--- config.mk ---
export PLATFORM = sky130hd
export DESIGN_NAME = alu_req_engine
export DESIGN_NICKNAME = d
export VERILOG_FILES = /design/src/rtl/alu_pkg.sv /design/src/rtl/alu_req_engine_alu.sv /design/src/rtl/alu_req_engine.sv
export SDC_FILE = /design/constraint.sdc
export NUM_CORES = 1
export LEC_CHECK = 0
export BUFFER_PORTS_ARGS = -buffer_cell sky130_fd_sc_hd__buf_2
export CAP_MARGIN = 20
export CORE_UTILIZATION = 55
export DETAILED_ROUTE_END_ITERATION = 10
export MAX_ROUTING_LAYER = met4
export PLACE_DENSITY_LB_ADDON = 0.12
export SLEW_MARGIN = 0
export SYNTH_ARGS = -nofsm -noshare
export SYNTH_HDL_FRONTEND = slang
export SYNTH_SLANG_ARGS = --single-unit
--- constraint.sdc ---
create_clock -name clk -period 12.1 [get_ports clk]
set_clock_uncertainty 0.05 [all_clocks]
set_input_delay 2.42 -clock clk [delete_from_list [all_inputs] [get_ports clk]]
set_output_delay 2.42 -clock clk [all_outputs]
set_load 0.05 [all_outputs]
--- src/rtl/alu_pkg.sv ---
// Shared definitions for the ALU request engine.
// Holds the opcode encodings, the engine state encoding and the illegal-opcode list.
// No ports: this is a package.
package alu_pkg;

  // Opcode encodings
  localparam logic [3:0] OP_ADD = 4'b0000;
  localparam logic [3:0] OP_SUB = 4'b0001;
  localparam logic [3:0] OP_MUL = 4'b0010;
  localparam logic [3:0] OP_DIV = 4'b0011;
  localparam logic [3:0] OP_AND = 4'b0100;
  localparam logic [3:0] OP_OR  = 4'b0101;
  localparam logic [3:0] OP_XOR = 4'b0110;
  localparam logic [3:0] OP_NOR = 4'b0111;
  localparam logic [3:0] OP_NOT = 4'b1000;
  localparam logic [3:0] OP_GT  = 4'b1001;
  localparam logic [3:0] OP_LT  = 4'b1010;
  localparam logic [3:0] OP_LSL = 4'b1100;
  localparam logic [3:0] OP_LSR = 4'b1101;
  localparam logic [3:0] OP_ASR = 4'b1110;

  // Illegal-opcode list
  localparam logic [3:0] OP_ILLEGAL_A = 4'b1011;
  localparam logic [3:0] OP_ILLEGAL_B = 4'b1111;

  // Engine states
  localparam logic [1:0] ST_IDLE = 2'd0;
  localparam logic [1:0] ST_DIV  = 2'd1;
  localparam logic [1:0] ST_RESP = 2'd2;

  function automatic logic is_illegal_op(input logic [3:0] op);
    return (op == OP_ILLEGAL_A) || (op == OP_ILLEGAL_B);
  endfunction

endpackage

--- src/rtl/alu_req_engine_alu.sv ---
// Combinational ALU used by the request engine.
// Ports:
//   A, B         operands (NUM_BITS)
//   signed_mode  1 = two's-complement operands
//   opcode       operation code (alu_pkg OP_*)
//   Result       result (NUM_BITS)
//   Z, N, C, V   zero, negative (signed mode only), carry/borrow/shift-out, signed overflow
// Division is done by the sequential divider in the engine; for OP_DIV this block only
// produces the exception response (result 0, V=1), which the engine uses for b==0 and
// signed overflow. Illegal opcodes give result 0 with only Z set.
module alu_req_engine_alu
  import alu_pkg::*;
#(
  parameter int NUM_BITS = 8
) (
  input  logic [NUM_BITS-1:0] A,
  input  logic [NUM_BITS-1:0] B,
  input  logic                signed_mode,
  input  logic [3:0]          opcode,
  output logic [NUM_BITS-1:0] Result,
  output logic                Z,
  output logic                N,
  output logic                C,
  output logic                V
);

  localparam int MSB = NUM_BITS - 1;

  logic [2*NUM_BITS-1:0] w_a_ext;
  logic [2*NUM_BITS-1:0] w_b_ext;
  logic [2*NUM_BITS-1:0] w_prod;
  logic [NUM_BITS:0]     w_sum;
  logic [NUM_BITS:0]     w_diff;
  logic                  w_gt;
  logic                  w_lt;

  always_comb begin
    // Extension by signedness lets one multiplier serve both modes: the low 2N bits of the
    // product are exact either way.
    w_a_ext = signed_mode ? {{NUM_BITS{A[MSB]}}, A} : {{NUM_BITS{1'b0}}, A};
    w_b_ext = signed_mode ? {{NUM_BITS{B[MSB]}}, B} : {{NUM_BITS{1'b0}}, B};
    w_prod  = w_a_ext * w_b_ext;
    w_sum   = {1'b0, A} + {1'b0, B};
    w_diff  = {1'b0, A} - {1'b0, B};
    w_gt    = signed_mode ? ($signed(A) > $signed(B)) : (A > B);
    w_lt    = signed_mode ? ($signed(A) < $signed(B)) : (A < B);

    Result = '0;
    C      = 1'b0;
    V      = 1'b0;
    case (opcode)
      OP_ADD: begin
        Result = w_sum[MSB:0];
        C      = w_sum[NUM_BITS];
        V      = signed_mode & (A[MSB] == B[MSB]) & (w_sum[MSB] != A[MSB]);
      end
      OP_SUB: begin
        Result = w_diff[MSB:0];
        C      = w_diff[NUM_BITS];  // borrow
        V      = signed_mode & (A[MSB] != B[MSB]) & (w_diff[MSB] != A[MSB]);
      end
      OP_MUL: begin
        Result = w_prod[MSB:0];
        // Overflow when the upper half is not the extension of the truncated result
        V      = w_prod[2*NUM_BITS-1:NUM_BITS] != {NUM_BITS{signed_mode & w_prod[MSB]}};
      end
      OP_DIV: V = 1'b1;
      OP_AND: Result = A & B;
      OP_OR:  Result = A | B;
      OP_XOR: Result = A ^ B;
      OP_NOR: Result = ~(A | B);
      OP_NOT: Result = ~A;
      OP_GT:  Result = {{(NUM_BITS-1){1'b0}}, w_gt};
      OP_LT:  Result = {{(NUM_BITS-1){1'b0}}, w_lt};
      OP_LSL: begin
        Result = {A[MSB-1:0], 1'b0};
        C      = A[MSB];
      end
      OP_LSR: begin
        Result = {1'b0, A[MSB:1]};
        C      = A[0];
      end
      OP_ASR: begin
        Result = {A[MSB], A[MSB:1]};
        C      = A[0];
      end
      default: ;
    endcase
    Z = (Result == '0);
    N = signed_mode & Result[MSB];
  end

endmodule

--- src/rtl/alu_req_engine.sv ---
// Request/response wrapper around the combinational ALU with a multi-cycle divider.
// Ports:
//   clk, rst_n                  clock, asynchronous active-low reset
//   req_valid / req_ready       request handshake (ready only in IDLE)
//   req_a, req_b, req_signed    operands and signedness
//   req_opcode                  operation code
//   rsp_valid / rsp_ready       response handshake
//   rsp_result, rsp_z/n/c/v     registered result and flags
//   rsp_err                     illegal opcode
// Division (b != 0, no signed overflow) runs a restoring divider on operand magnitudes,
// one quotient bit per cycle; every other operation is taken from the ALU instance.
module alu_req_engine
  import alu_pkg::*;
#(
  parameter int NUM_BITS = 8
) (
  input  logic                clk,
  input  logic                rst_n,
  input  logic                req_valid,
  output logic                req_ready,
  input  logic [NUM_BITS-1:0] req_a,
  input  logic [NUM_BITS-1:0] req_b,
  input  logic                req_signed,
  input  logic [3:0]          req_opcode,
  output logic                rsp_valid,
  input  logic                rsp_ready,
  output logic [NUM_BITS-1:0] rsp_result,
  output logic                rsp_z,
  output logic                rsp_n,
  output logic                rsp_c,
  output logic                rsp_v,
  output logic                rsp_err
);

  localparam int                   MSB      = NUM_BITS - 1;
  localparam int                   CNT_W    = $clog2(NUM_BITS);
  localparam logic [CNT_W-1:0]     CNT_LAST = CNT_W'(NUM_BITS - 1);
  localparam logic [NUM_BITS-1:0]  MOST_NEG = {1'b1, {(NUM_BITS-1){1'b0}}};

  logic [1:0]          r_state;
  logic [1:0]          w_state_d;
  logic [NUM_BITS-1:0] r_a;
  logic [NUM_BITS-1:0] r_b;
  logic                r_signed;
  logic [3:0]          r_op;

  // Divider: r_quo starts as the dividend magnitude and is shifted into the quotient
  logic [NUM_BITS-1:0] r_quo;
  logic [NUM_BITS-1:0] r_rem;
  logic [NUM_BITS-1:0] r_den;
  logic [CNT_W-1:0]    r_cnt;

  logic                r_rsp_valid;
  logic [NUM_BITS-1:0] r_rsp_result;
  logic                r_rsp_z;
  logic                r_rsp_n;
  logic                r_rsp_c;
  logic                r_rsp_v;
  logic                r_rsp_err;

  logic                w_accept;
  logic                w_req_div_ok;
  logic [NUM_BITS-1:0] w_mag_a;
  logic [NUM_BITS-1:0] w_mag_b;
  logic [NUM_BITS:0]   w_shift;
  logic [NUM_BITS:0]   w_trial;
  logic                w_fit;
  logic [NUM_BITS-1:0] w_rem_next;
  logic                w_div_exc;
  logic                w_use_div;
  logic [NUM_BITS-1:0] w_div_result;

  logic [NUM_BITS-1:0] w_alu_result;
  logic                w_alu_z;
  logic                w_alu_n;
  logic                w_alu_c;
  logic                w_alu_v;

  alu_req_engine_alu #(
    .NUM_BITS (NUM_BITS)
  ) u_alu (
    .A           (r_a),
    .B           (r_b),
    .signed_mode (r_signed),
    .opcode      (r_op),
    .Result      (w_alu_result),
    .Z           (w_alu_z),
    .N           (w_alu_n),
    .C           (w_alu_c),
    .V           (w_alu_v)
  );

  assign w_accept     = req_valid & (r_state == ST_IDLE);
  assign w_req_div_ok = (req_opcode == OP_DIV) && (req_b != '0) &&
                        !(req_signed && (req_a == MOST_NEG) && (req_b == '1));
  assign w_mag_a      = (req_signed && req_a[MSB]) ? -req_a : req_a;
  assign w_mag_b      = (req_signed && req_b[MSB]) ? -req_b : req_b;

  // One restoring step: a borrow out of the trial subtraction means the divisor did not fit
  assign w_shift      = {r_rem, r_quo[MSB]};
  assign w_trial      = w_shift - {1'b0, r_den};
  assign w_fit        = ~w_trial[NUM_BITS];
  assign w_rem_next   = w_fit ? w_trial[MSB:0] : w_shift[MSB:0];

  assign w_div_exc    = (r_b == '0) || (r_signed && (r_a == MOST_NEG) && (r_b == '1));
  assign w_use_div    = (r_op == OP_DIV) && !w_div_exc;
  assign w_div_result = (r_signed && (r_a[MSB] ^ r_b[MSB])) ? -r_quo : r_quo;

  always_comb begin
    w_state_d = r_state;
    case (r_state)
      ST_IDLE: if (req_valid) w_state_d = w_req_div_ok ? ST_DIV : ST_RESP;
      ST_DIV:  if (r_cnt == CNT_LAST) w_state_d = ST_RESP;
      ST_RESP: if (r_rsp_valid && rsp_ready) w_state_d = ST_IDLE;
      default: w_state_d = ST_IDLE;
    endcase
  end

  always_ff @(posedge clk or negedge rst_n) begin
    if (!rst_n) begin
      r_state      <= ST_IDLE;
      r_a          <= '0;
      r_b          <= '0;
      r_signed     <= 1'b0;
      r_op         <= '0;
      r_quo        <= '0;
      r_rem        <= '0;
      r_den        <= '0;
      r_cnt        <= '0;
      r_rsp_valid  <= 1'b0;
      r_rsp_result <= '0;
      r_rsp_z      <= 1'b0;
      r_rsp_n      <= 1'b0;
      r_rsp_c      <= 1'b0;
      r_rsp_v      <= 1'b0;
      r_rsp_err    <= 1'b0;
    end else begin
      r_state <= w_state_d;

      if (w_accept) begin
        r_a      <= req_a;
        r_b      <= req_b;
        r_signed <= req_signed;
        r_op     <= req_opcode;
        r_quo    <= w_mag_a;
        r_den    <= w_mag_b;
        r_rem    <= '0;
        r_cnt    <= '0;
      end else if (r_state == ST_DIV) begin
        r_quo <= {r_quo[MSB-1:0], w_fit};
        r_rem <= w_rem_next;
        r_cnt <= r_cnt + CNT_W'(1);
      end

      // First RESP cycle loads the output registers; they then hold until consumed.
      if (r_state == ST_RESP) begin
        if (!r_rsp_valid) begin
          r_rsp_valid <= 1'b1;
          if (w_use_div) begin
            r_rsp_result <= w_div_result;
            r_rsp_z      <= (w_div_result == '0);
            r_rsp_n      <= r_signed & w_div_result[MSB];
            r_rsp_c      <= 1'b0;
            r_rsp_v      <= 1'b0;
            r_rsp_err    <= 1'b0;
          end else begin
            r_rsp_result <= w_alu_result;
            r_rsp_z      <= w_alu_z;
            r_rsp_n      <= w_alu_n;
            r_rsp_c      <= w_alu_c;
            r_rsp_v      <= w_alu_v;
            r_rsp_err    <= is_illegal_op(r_op);
          end
        end else if (rsp_ready) begin
          r_rsp_valid <= 1'b0;
        end
      end
    end
  end

  assign req_ready  = (r_state == ST_IDLE);
  assign rsp_valid  = r_rsp_valid;
  assign rsp_result = r_rsp_result;
  assign rsp_z      = r_rsp_z;
  assign rsp_n      = r_rsp_n;
  assign rsp_c      = r_rsp_c;
  assign rsp_v      = r_rsp_v;
  assign rsp_err    = r_rsp_err;

endmodule

Word level (Yosys, flattened, before mapping)
Cells that the tools add are included.
{ "totals": {"ff_bits": 64, "in_bits": 25, "out_inout_bits": 15, "elab_cells": 130} }
{ "classes": {"addsub": 7, "mul": 1, "order_cmp": 4, "n_eq_ne": 31, "n_mux": 30, "bitwise": 16, "n_reduce_logical": 25} }
{ "ops": {"columns": ["operator", "n"], "rows": [
  ["8-bit one-hot mux with 13 select lines", 1],
  ["8-bit 2-to-1 mux", 9],
  ["4-bit equality test (second input constant)", 8],
  ["8-bit equality test (second input constant)", 4],
  ["16-bit 2-to-1 mux", 2],
  ["8-bit logical NOT", 3],
  ["8-bit negation", 3],
  ["4-bit by 3-bit equality test with 1-bit output (second input constant)", 4],
  ["8-bit greater-than comparator", 2],
  ["8-bit less-than comparator", 2],
  ["16-bit by 16-bit multiplier with 16-bit output", 1],
  ["8-bit inverter", 2],
  ["4-bit by 2-bit equality test with 1-bit output (second input constant)", 3],
  ["1-bit logical AND", 11],
  ["8-bit by 8-bit adder with 9-bit output", 1],
  ["1-bit 2-to-1 mux", 9],
  ["8-bit by 8-bit subtractor with 9-bit output", 1],
  ["9-bit by 8-bit subtractor with 9-bit output", 1],
  ["1-bit bitwise AND", 8],
  ["8-bit bitwise AND", 1],
  ["2-bit 2-to-1 mux", 4],
  ["8-bit inequality test", 1],
  ["8-bit bitwise OR", 1],
  ["1-bit one-hot mux with 4 select lines", 2],
  ["22 further kinds", 30]
]} }

Depth between registers and ports, before layout
Gate-level depths: netlist of run 1.
{ "logic_depth": {"ltp_word": 8, "depth_mapped": 25} }

Cells and area by module
A second synthesis of run 1 with hierarchy kept.
{ "hier_totals": {"hier_cells": 1099, "area_unflattened_um2": 8911.0} }
{ "modules_own_cells": {"columns": ["mod", "instances", "cells_each", "area_each_um2"], "rows": [
  ["alu_req_engine_alu", 1, 665, 5210.0],
  ["alu_req_engine", 1, 434, 3701.0]
]} }

Least setup slack after synthesis of run 1
OpenSTA, ideal clock, no wires.
{ "synth_path": {"path_kind": "register to register", "startpoint": "reg r_a[7]", "endpoint": "reg r_rsp_v, in the netlist rsp_v", "setup_time_ns": 0.124, "t_arrival_ns": 6.177, "required_ns": 11.926, "path_slack_ns": 5.748, "path_stages_with_launch": 22, "path_buffers": 3, "synth_period_minus_slack_ns": 6.352, "path_cell_list": "dfrtp_1 -> buf_2 -> inv_1 -> buf_1 -> nor3_1 -> inv_1 -> fa_1 -> fa_1 -> fa_1 -> fa_1 -> fa_1 -> fa_1 -> inv_1 -> ha_1 -> clkbuf_1 -> o211a_1 -> o21ai_0 -> a221o_1 -> a211o_1 -> or3_1 -> mux2i_1 -> a21oi_1"} }
{ "synth_between": {"elab_chain_cells": 7, "elab_cells_between_ends": 22} }
{ "synth_lines": {"columns": ["item", "line_no", "text"], "rows": [
  ["from (decl)", "alu_req_engine.sv:42", "logic [NUM_BITS-1:0] r_a;"],
  ["from (signal assigned)", "alu_req_engine.sv:141", "r_a <= req_a;"],
  ["parallel branches: the longest is 6 deep, another holds 16-bit by 16-bit multiplier with 16-bit output", null, null],
  ["1-bit 2-to-1 mux (*)", "alu_req_engine.sv:159", "if (w_use_div) begin"],
  ["to (signal assigned)", "alu_req_engine.sv:171", "r_rsp_v <= w_alu_v;"],
  ["to (decl)", "alu_req_engine.sv:58", "logic r_rsp_v;"]
]} }
Every way passes the cells marked *.
A chain may end at the register's enable or synchronous reset.

Final worst setup path of run 1
Ends and elaborated chain as after synthesis.

==> results of run 1 <==
kinds of logic (layout without fill, tap and decap cells):
group | count (synthesis) | count (layout) | synth area share, %
buf+inv | 213 | 226 | 9.77
fa+ha+maj | 162 | 162 | 29.1
flops | 63 | 63 | 17.7
simple gates | 354 | 354 | 18.7
compound gates | 223 | 223 | 16.4
mux | 24 | 24 | 2.87
xor+xnor | 53 | 53 | 5.46
layer usage:
layer  track usage [%]  wire [µm]
met5                 -          0
met3              5.86       1940
met2              47.3      10800
met4              10.8        654
met1              40.3      10400
critical path: cells and delay by family, from the launching register on:
family                     cells  cell delay, ps
AOI/OAI and AO/OA              5            1120
and+or+nand+nor                2             720
muxes                          1             150
adders and majority gates      7            3610
DFF                            1             570
buffers and inverters          3             480
worst max path at each step:
stage,startpoint,endpoint,slack (ps),cells after the start
4_1_cts,r_a[7],rsp_v,5320,18
5_1_grt,r_a[7],rsp_v,4870,19
3_3_place_gp,r_a[7],rsp_v,5540,18
6_report,r_a[7],rsp_v,5280,18
2_1_floorplan,r_a[7],rsp_v,5750,21
3_5_place_dp,r_a[7],rsp_v,5350,18
stage by stage:
| stage | cell area [µm²] | instances |
|---|---|---|
| finish | 9470 | 1321 |
| CTS | 9450 | 1319 |
| global placement | 9170 | 1304 |
| floorplan | 8890 | 1092 |
| global route | 9470 | 1321 |
| detailed placement | 9170 | 1304 |
state kept, by name, summed over array words and instances (netlist names), 2 cells and up:
signal      count
r_rem           8
r_a             8
r_state         2
r_quo           8
r_cnt           3
rsp_result      8
r_b             8
r_op            4
r_den           7
cell type report:
class | count | area, µm² | area share, %
repair buffers | 50 | 282 | 2.97
well taps | 216 | 270 | 2.85
clock inverters | 6 | 62.6 | 0.660
flip-flops and latches | 63 | 1580 | 16.6
multi-input cells | 816 | 6450 | 68.1
clock buffers | 9 | 225 | 2.38
inverters | 161 | 607 | 6.41
cell usage in the layout, fill, tap and decap left out, drive strengths merged, types with 12 or more instances in the layout:
master,netlist,layout
inv,158,158
nand2,131,131
nor2,89,89
ha,88,88
fa,74,74
o21ai,72,72
dfrtp,63,63
buf,21,49
a21oi,38,38
xnor2,31,31
nor3,30,30
nand3,26,26
mux2i,21,21
xor2,21,21
nor2b,17,17
a31oi,14,14
or3,12,12
==> results.tsv, run 1 <==
metric	value	unit
status	finished, final reports clean	
clock root cell	clkbuf_16	
remaining antenna violation count after routing	0	
Post-Syn Area	8890	µm²
hold path start	rsp_result[6]	
Post-synth top cells	inv_1, nand2_1, ha_1	
Post-Syn Instances	1092	
DR pass1 iterations	5	
Area Overhead vs Synth	6.56	%
CP Cell Sequence	inv_1 > nor3_1 > inv_1 > fa_1 > fa_1 > fa_1 > fa_1 > fa_1 > fa_1 > inv_1 > ha_1 > o211a_1 > o21ai_0 > a221o_1 > a211o_1 > or3_1 > mux2i_1 > a21oi_1	
most frequent CP cell	fa_1	
largest net degree at the start of global routing	64	
Slew Limit Fails	0	
Total GRT Usage	30.7	%
Worst Hold Path EP	rsp_result[6]	
CP Capture Type	flip-flop	
Num CTS Buffers	9	
Fin. Hold Viols	0	
unrepaired setup endpoints after global routing	false	
Die X	129	µm
max cap viols	0	
first-pass GRT wire length	38300	µm
H-tree depth	3	
Post-Syn Nets	1279	
clock-pin transition on the worst setup and hold timing paths	60	ps
WP data arrival	6980	ps
Core Area	15800	µm²
CP max FO	15	
Initial Utilization	56.2	%
worst r2r src	r_a[7]	
Site Rows	46	
GPL Wtd Cong	1.00	
DR WL/cell	18.1	µm
critical path's largest stage delay	670	ps
pre-CTS setup slack	5350	ps
top cell type's share of synthesized area	17.7	%
postcts setup bufs	0	
yosys warns	0	
number of remaining DRC errors	0	
worst slew pin tran	954	ps
Synth Flop Type	dfrtp_1	
slack of the critical path	5280	ps
total global routing overflow	0	
most numerous cell in the Yosys netlist	inv_1	
vias after detailed routing	7811	
I/O Pins	40	
Critical Path RT	12260	ps
hold path cells	2	
antenna violations before repair	0	
Crit-path slowest cell	fa_1	
Clock Sinks	63	
core occupancy in the finished layout	59.8	%
crit path time final	6820	ps
fraction of final layout cells sized beyond drive strength 1	7.87	%
setup tns final	0	ps
Post-synth EDFFs	0	
CP startpoint kind	flip-flop	
area leader, netlist	dfrtp_1	
fill cell count	1493	
Iter 0 DRT Violations	756	
r2r setup slk	5280	ps
vias per inst	5.91	
fin nets	1288	
Die ar.	16700	µm²
Async S/R FF share, synth	100	%
sequential fraction of the synthesis area	17.7	%
r2r worst-path depth	18	
Setup CP Type	reg -> reg	
PortBufs	39	
vias in the first global route	7522	
Hold Path Class	reg -> reg	
FF+latch count, synth	63	
hold_buf cts	0	
die height	129	µm
maximum root-to-sink buffer count	2	
final hold slack	421	ps
Final setup viols	0	
post-synth cell types	79	
DPL Wire Length	18200	µm
Max-Slew Margin vs Limit	36.3	%
synth top area cells	dfrtp_1, fa_1, ha_1, inv_1, nand2_1	
reg2reg end	rsp_v	
Routed WL	23900	µm
CTS tree	yes	
Clk Latency, worst-skew pair	330	ps
# diodes	0	
fmax	147	MHz
post-cts resize count	0	
syn avg cell area	8.14	µm²
period utilization	56.4	%
Power of run 1 is left out: the tool's default activity adds up to more than one toggle a clock period on the data nets, which glitch-free logic cannot reach.
==> run 2, diff against run 1 <==
--- a/config.mk
+++ b/config.mk
@@ -5,6 +5,7 @@
 export SDC_FILE = /design/constraint.sdc
 export NUM_CORES = 1
 export LEC_CHECK = 0
+export ABC_AREA = 1
 export BUFFER_PORTS_ARGS = -buffer_cell sky130_fd_sc_hd__buf_2
 export CAP_MARGIN = 20
 export CORE_UTILIZATION = 55
==> constraint.sdc (replaced) <==
create_clock -name clk -period 5.65 [get_ports clk]
set_clock_uncertainty 0.05 [all_clocks]
set_input_delay 1.13 -clock clk [delete_from_list [all_inputs] [get_ports clk]]
set_output_delay 1.13 -clock clk [all_outputs]
set_load 0.05 [all_outputs]
==> run 2 against run 1 <==
Count of clock-buffer cells in the layout grew 1. Largest cell class unchanged. Critical endpoint unchanged. Highest routed layer unchanged. Core utilization is 5.4 points higher. Sequential cell count is the same.
==> results.tsv, run 2 <==
metric	value	unit	change
hold path start	rsp_result[6]		unchanged
Fin. Hold Viols	0		unchanged
WP data arrival	5810	ps	was 6980 ps
Post-Syn Nets	1447		was 1279
vias after detailed routing	8590		was 7811
DR WL/cell	16.5	µm	was 18.1 µm
CP Launch Point	r_signed		was r_a[7]
# diodes	0		unchanged
Finished Layout Cells	1571		was 1321
area leader, netlist	dfrtp_1		unchanged
Initial Utilization	56.0	%	was 56.2%
CTS tree	yes		unchanged
Post-Syn Instances	1260		was 1092
PortBufs	39		unchanged
Synth Flop Type	dfrtp_1		unchanged
FF+latch count, synth	63		unchanged
setup tns final	0	ps	unchanged
period utilization	99.7	%	was 56.4%
Post-Syn Area	8860	µm²	was 8890 µm²
status	finished, final reports clean		unchanged
CP max FO	4		was 15
vias in the first global route	8145		was 7522
top cell type's share of synthesized area	17.8	%	was 17.7%
most numerous cell in the Yosys netlist	nand2_1		was inv_1
DR pass1 iterations	6		was 5
fill cell count	1466		was 1493
I/O Pins	40		unchanged
max cap viols	0		unchanged
Die X	129	µm	about the same
Routed WL	25900	µm	was 23900 µm
Total GRT Usage	33.6	%	was 30.7%
unrepaired setup endpoints after global routing	true		was false
Final setup viols	0		unchanged
fmax	177	MHz	was 147 MHz
syn avg cell area	7.03	µm²	was 8.14 µm²
first-pass GRT wire length	41400	µm	was 38300 µm
DPL Wire Length	20800	µm	was 18200 µm
Iter 0 DRT Violations	695		was 756
Site Rows	46		unchanged
Setup CP Type	reg -> reg		unchanged
post-synth cell types	46		was 79
Post-synth EDFFs	0		unchanged
H-tree depth	3		unchanged
Core Area	15800	µm²	unchanged
synth top area cells	dfrtp_1, fa_1, nand2_1, ha_1, inv_1		was dfrtp_1, fa_1, ha_1, inv_1, nand2_1
largest net degree at the start of global routing	54		was 64
most common cell after layout, fill and taps aside	nand2_1		was inv_1
clock root cell	clkbuf_16		unchanged
FF/Latch Area	1590	µm²	was 1580 µm²
fin nets	1537		was 1288
final hold slack	424	ps	was 421 ps
Inst Count DP	1547		was 1304
total global routing overflow	0		unchanged
Num CTS Buffers	9		unchanged
sequential fraction of the synthesis area	17.8	%	was 17.7%
Post-synth top cells	nand2_1, inv_1, ha_1, nor2_1, fa_1		was inv_1, nand2_1, ha_1
Max-Slew Margin vs Limit	46.5	%	was 36.3%
fraction of final layout cells sized beyond drive strength 1	15.5	%	was 7.87%
critical path's largest stage delay	600	ps	was 670 ps
vias per inst	5.47		was 5.91
maximum root-to-sink buffer count	2		unchanged
yosys warns	0		unchanged
worst slew pin tran	800	ps	was 954 ps
Clock Sinks	63		unchanged
antenna violations before repair	0		unchanged
crit path time final	5630	ps	was 6820 ps
Critical Path RT	5820	ps	was 12260 ps
CP Capture Type	flip-flop		unchanged
GPL Wtd Cong	0.996		was 1.00
Async S/R FF share, synth	100	%	unchanged
Slew Limit Fails	0		unchanged
worst r2r src	r_signed		was r_a[7]
number of remaining DRC errors	0		unchanged
Die ar.	16600	µm²	was 16700 µm²
CP startpoint kind	flip-flop		unchanged
area of the multi-input gates	6300	µm²	was 6450 µm²
Clk Latency, worst-skew pair	340	ps	was 330 ps
Area Overhead vs Synth	16.5	%	was 6.56%
clock-pin transition on the worst setup and hold timing paths	60	ps	about the same
Hold Path Class	reg -> reg		unchanged
Crit-path slowest cell	fa_2		was fa_1
die height	129	µm	about the same
core occupancy in the finished layout	65.2	%	was 59.8%
remaining antenna violation count after routing	0		unchanged
most frequent cells in the layout	nand2_1, inv_1, ha_1		was inv_1, nand2_1, ha_1
run 2: final timing paths:
kind                       cells after the start  slack, ps            end
setup / recovery                              28         20          rsp_v
max in group asynchronous                      2       3960         r_b[6]
min in group asynchronous                      1        590  rsp_result[4]
setup reg to reg                              28         20          rsp_v
hold / removal                                 2        420  rsp_result[6]
hold reg to reg                                2        420  rsp_result[6]
run 2: worst max-delay path: cells and delay by family (launching register included):
kind,cells,cell delay [ps]
fa+ha+maj,7,3310
simple gates,16,1290
flops,1,410
buf+inv,4,290
compound gates,1,150
run 2: layer usage:
metal	share of wire (%)	GRT usage, %
met4	1.6	6.57
met3	5.6	4.66
met5	0	-
met1	46	46.3
met2	46	52.8
run 2: logic make-up (layout without fill, tap and decap cells):
group | count (synthesis) | after routing | synth area share (%)
AOI/OAI and AO/OA | 176 | 176 | 11.9
xor gates and xnor gates | 30 | 30 | 2.97
adders and majority gates | 162 | 162 | 29.2
buffers and inverters | 315 | 410 | 13.8
DFF | 63 | 63 | 17.8
and+or+nand+nor | 514 | 514 | 24.4
run 2: timing repair:
action	4_1_cts	5_1_grt
pin swaps	26	40
setup buffers	4	4
setup endpoints to repair	1	4
gates resized for setup	25	51
hold buffers	0	0
run 2: final cells by class:
class / count / share of cell area (%)
clock inverter: 6 / 0.885
timing repair buffer: 112 / 7.54
clock buffer: 10 / 2.32
inverter: 282 / 10.3
tap: 216 / 2.62
sequential: 63 / 15.4
multi-input combinational: 882 / 61.0
run 2: per-stage QoR:
stage / area, µm² / setup WS, ps
finish: 10300 / 16.0
global route: 10300 / -181
CTS: 10100 / 0.331
detailed placement: 9670 / -313
global placement: 9670 / -202
floorplan: 8870 / 22.3
Power of run 2 is left out for the same reason.
==> run 3, diff against run 2 <==
--- a/config.mk
+++ b/config.mk
@@ -5,7 +5,6 @@
 export SDC_FILE = /design/constraint.sdc
 export NUM_CORES = 1
 export LEC_CHECK = 0
-export ABC_AREA = 1
 export BUFFER_PORTS_ARGS = -buffer_cell sky130_fd_sc_hd__buf_2
 export CAP_MARGIN = 20
 export CORE_UTILIZATION = 55
==> run 3 against run 2 <==
The run now ends with negative setup slack left. Sequential cell count stayed put. Via count is 6.9% lower. Largest cell class unchanged. Critical path depth is 8 lower. Core utilization hardly changed.
==> results.tsv, run 3 (synthesis gave the netlist of run 1 again) <==
metric	value	unit	change
status	finished, violations left		was finished, final reports clean
failing checks	negative setup slack		
CP max FO	5		was 4
Die X	129	µm	about the same
WP data arrival	5840	ps	was 5810 ps
CP startpoint kind	flip-flop		unchanged
clock root cell	clkbuf_16		unchanged
fin nets	1364		was 1537
Hold Path Class	reg -> reg		unchanged
remaining antenna violation count after routing	0		unchanged
vias after detailed routing	7998		was 8590
Crit-path slowest cell	fa_2		unchanged
r2r worst-path depth	20		was 28
DPL Wire Length	19200	µm	was 20800 µm
setup tns final	-12.9	ps	was 0 ps
worst r2r src	r_signed		unchanged
hold_buf cts	0		unchanged
fraction of final layout cells sized beyond drive strength 1	17.2	%	was 15.5%
fmax	177	MHz	about the same
Core Area	15800	µm²	unchanged
Iter 0 DRT Violations	605		was 695
PortBufs	39		unchanged
I/O Pins	40		unchanged
most frequent cells in the layout	inv_1, nand2_1, nor2_1		was nand2_1, inv_1, ha_1
max cap viols	0		unchanged
maximum root-to-sink buffer count	2		unchanged
CP Launch Point	r_signed		unchanged
reg2reg end	rsp_v		unchanged
slack of the critical path	-12.9	ps	was 16.0 ps
total global routing overflow	0		unchanged
vias in the first global route	7529		was 8145
unrepaired setup endpoints after global routing	true		unchanged
r2r setup slk	-10	ps	was 20 ps
Clock Sinks	63		unchanged
crit path time final	5660	ps	was 5630 ps
GPL Wtd Cong	0.960		was 0.996
CP Cell Sequence	inv_4 > buf_12 > nor3_4 > buf_4 > fa_1 > fa_1 > inv_1 > fa_1 > fa_1 > fa_2 > fa_1 > inv_2 > ha_4 > nand3_1 > o31ai_1 > a221o_1 > a211o_1 > or3_1 > mux2i_1 > a21oi_1		
period utilization	100	%	was 99.7%
most frequent CP cell	fa_1		
Routed WL	24500	µm	was 25900 µm
Fin. Hold Viols	0		unchanged
Site Rows	46		unchanged
Num CTS Buffers	9		unchanged
most common cell after layout, fill and taps aside	inv_1		was nand2_1
CP Capture Type	flip-flop		unchanged
Post-Layout Inst Area	10300	µm²	about the same
CTS tree	yes		unchanged
DR pass1 iterations	5		was 6
Die ar.	16700	µm²	was 16600 µm²
Max-Slew Margin vs Limit	24.3	%	was 46.5%
placed cell area	9760	µm²	was 9670 µm²
number of remaining DRC errors	0		unchanged
Total GRT Usage	31.7	%	was 33.6%
# diodes	0		unchanged
Final setup viols	1		was 0
DR WL/cell	17.5	µm	was 16.5 µm
largest net degree at the start of global routing	51		was 54
vias per inst	5.72		was 5.47
Slew Limit Fails	0		unchanged
worst slew pin tran	1130	ps	was 800 ps
Setup CP Type	reg -> reg		unchanged
Critical Path RT	5820	ps	about the same
core occupancy in the finished layout	65.2	%	about the same
pre-CTS setup slack	-86.7	ps	was -313 ps
H-tree depth	3		unchanged
Area Overhead vs Synth	16.1	%	was 16.5%
Initial Utilization	56.2	%	was 56.0%
antenna violations before repair	0		unchanged
die height	129	µm	about the same
Clk Latency, worst-skew pair	340	ps	about the same
CP endpoint	rsp_v		unchanged
clock-pin transition on the worst setup and hold timing paths	60	ps	about the same
first-pass GRT wire length	39300	µm	was 41400 µm
critical path's largest stage delay	590	ps	was 600 ps
-- run 3: cell types whose count changed in the layout (fill, tap and decap cells not counted), sizes merged, moves of 14 or more --
cell	change
nand2	-182
nand3	-35
inv	-122
mux2i	+21
xnor2	+25
nor2b	+17
buf	+14
-- run 3: critical path: cells and delay by family (launching register included) --
kind                     cells  cell delay [ps]
flip-flops                   1              420
adder cells (fa/ha/maj)      7             3130
multiplexers                 1              150
AND/OR/NAND/NOR              3              660
AO/OA/AOI/OAI                4              650
buffers and inverters        5              500
-- run 3: worst min path at each step --
stage / slack [ps] / cells past startpoint / endpoint / startpoint
floorplan: 400 / 2 / r_den[2] / r_den[2]
global placement: 410 / 1 / rsp_result[4] / rsp_result[4]
detailed placement: 420 / 2 / rsp_c / rsp_c
CTS: 430 / 2 / rsp_c / rsp_c
global route: 450 / 2 / rsp_c / rsp_c
finish: 420 / 2 / rsp_c / rsp_c
-- run 3: repair_timing --
item	in CTS	in global routing
resized for setup	12	22
endpoints found under the setup margin	1	2
pin swaps	14	10
setup buffers	8	3
-- run 3: layout make-up --
class,instances,area [µm²]
Clock buffer,9,225
Clock inverter,7,101
Fill cell,1359,5500
Inverter,161,609
Multi-Input combinational cell,816,6640
Sequential cell,63,1580
Tap cell,216,270
Timing Repair Buffer,126,897
-- run 3: metrics by stage --
step | hold WS, ps | instances
global placement | 410 | 1371
CTS | 428 | 1395
floorplan | 400 | 1092
finish | 423 | 1398
detailed placement | 416 | 1371
global route | 453 | 1398
-- run 3: metal layers --
layer | GRT usage (%) | part of all wire [%]
met5 | - | 0
met4 | 8.10 | 2.3
met2 | 47.7 | 47
met1 | 44.1 | 45
met3 | 5.49 | 5.7
Power of run 3 is left out for the same reason.
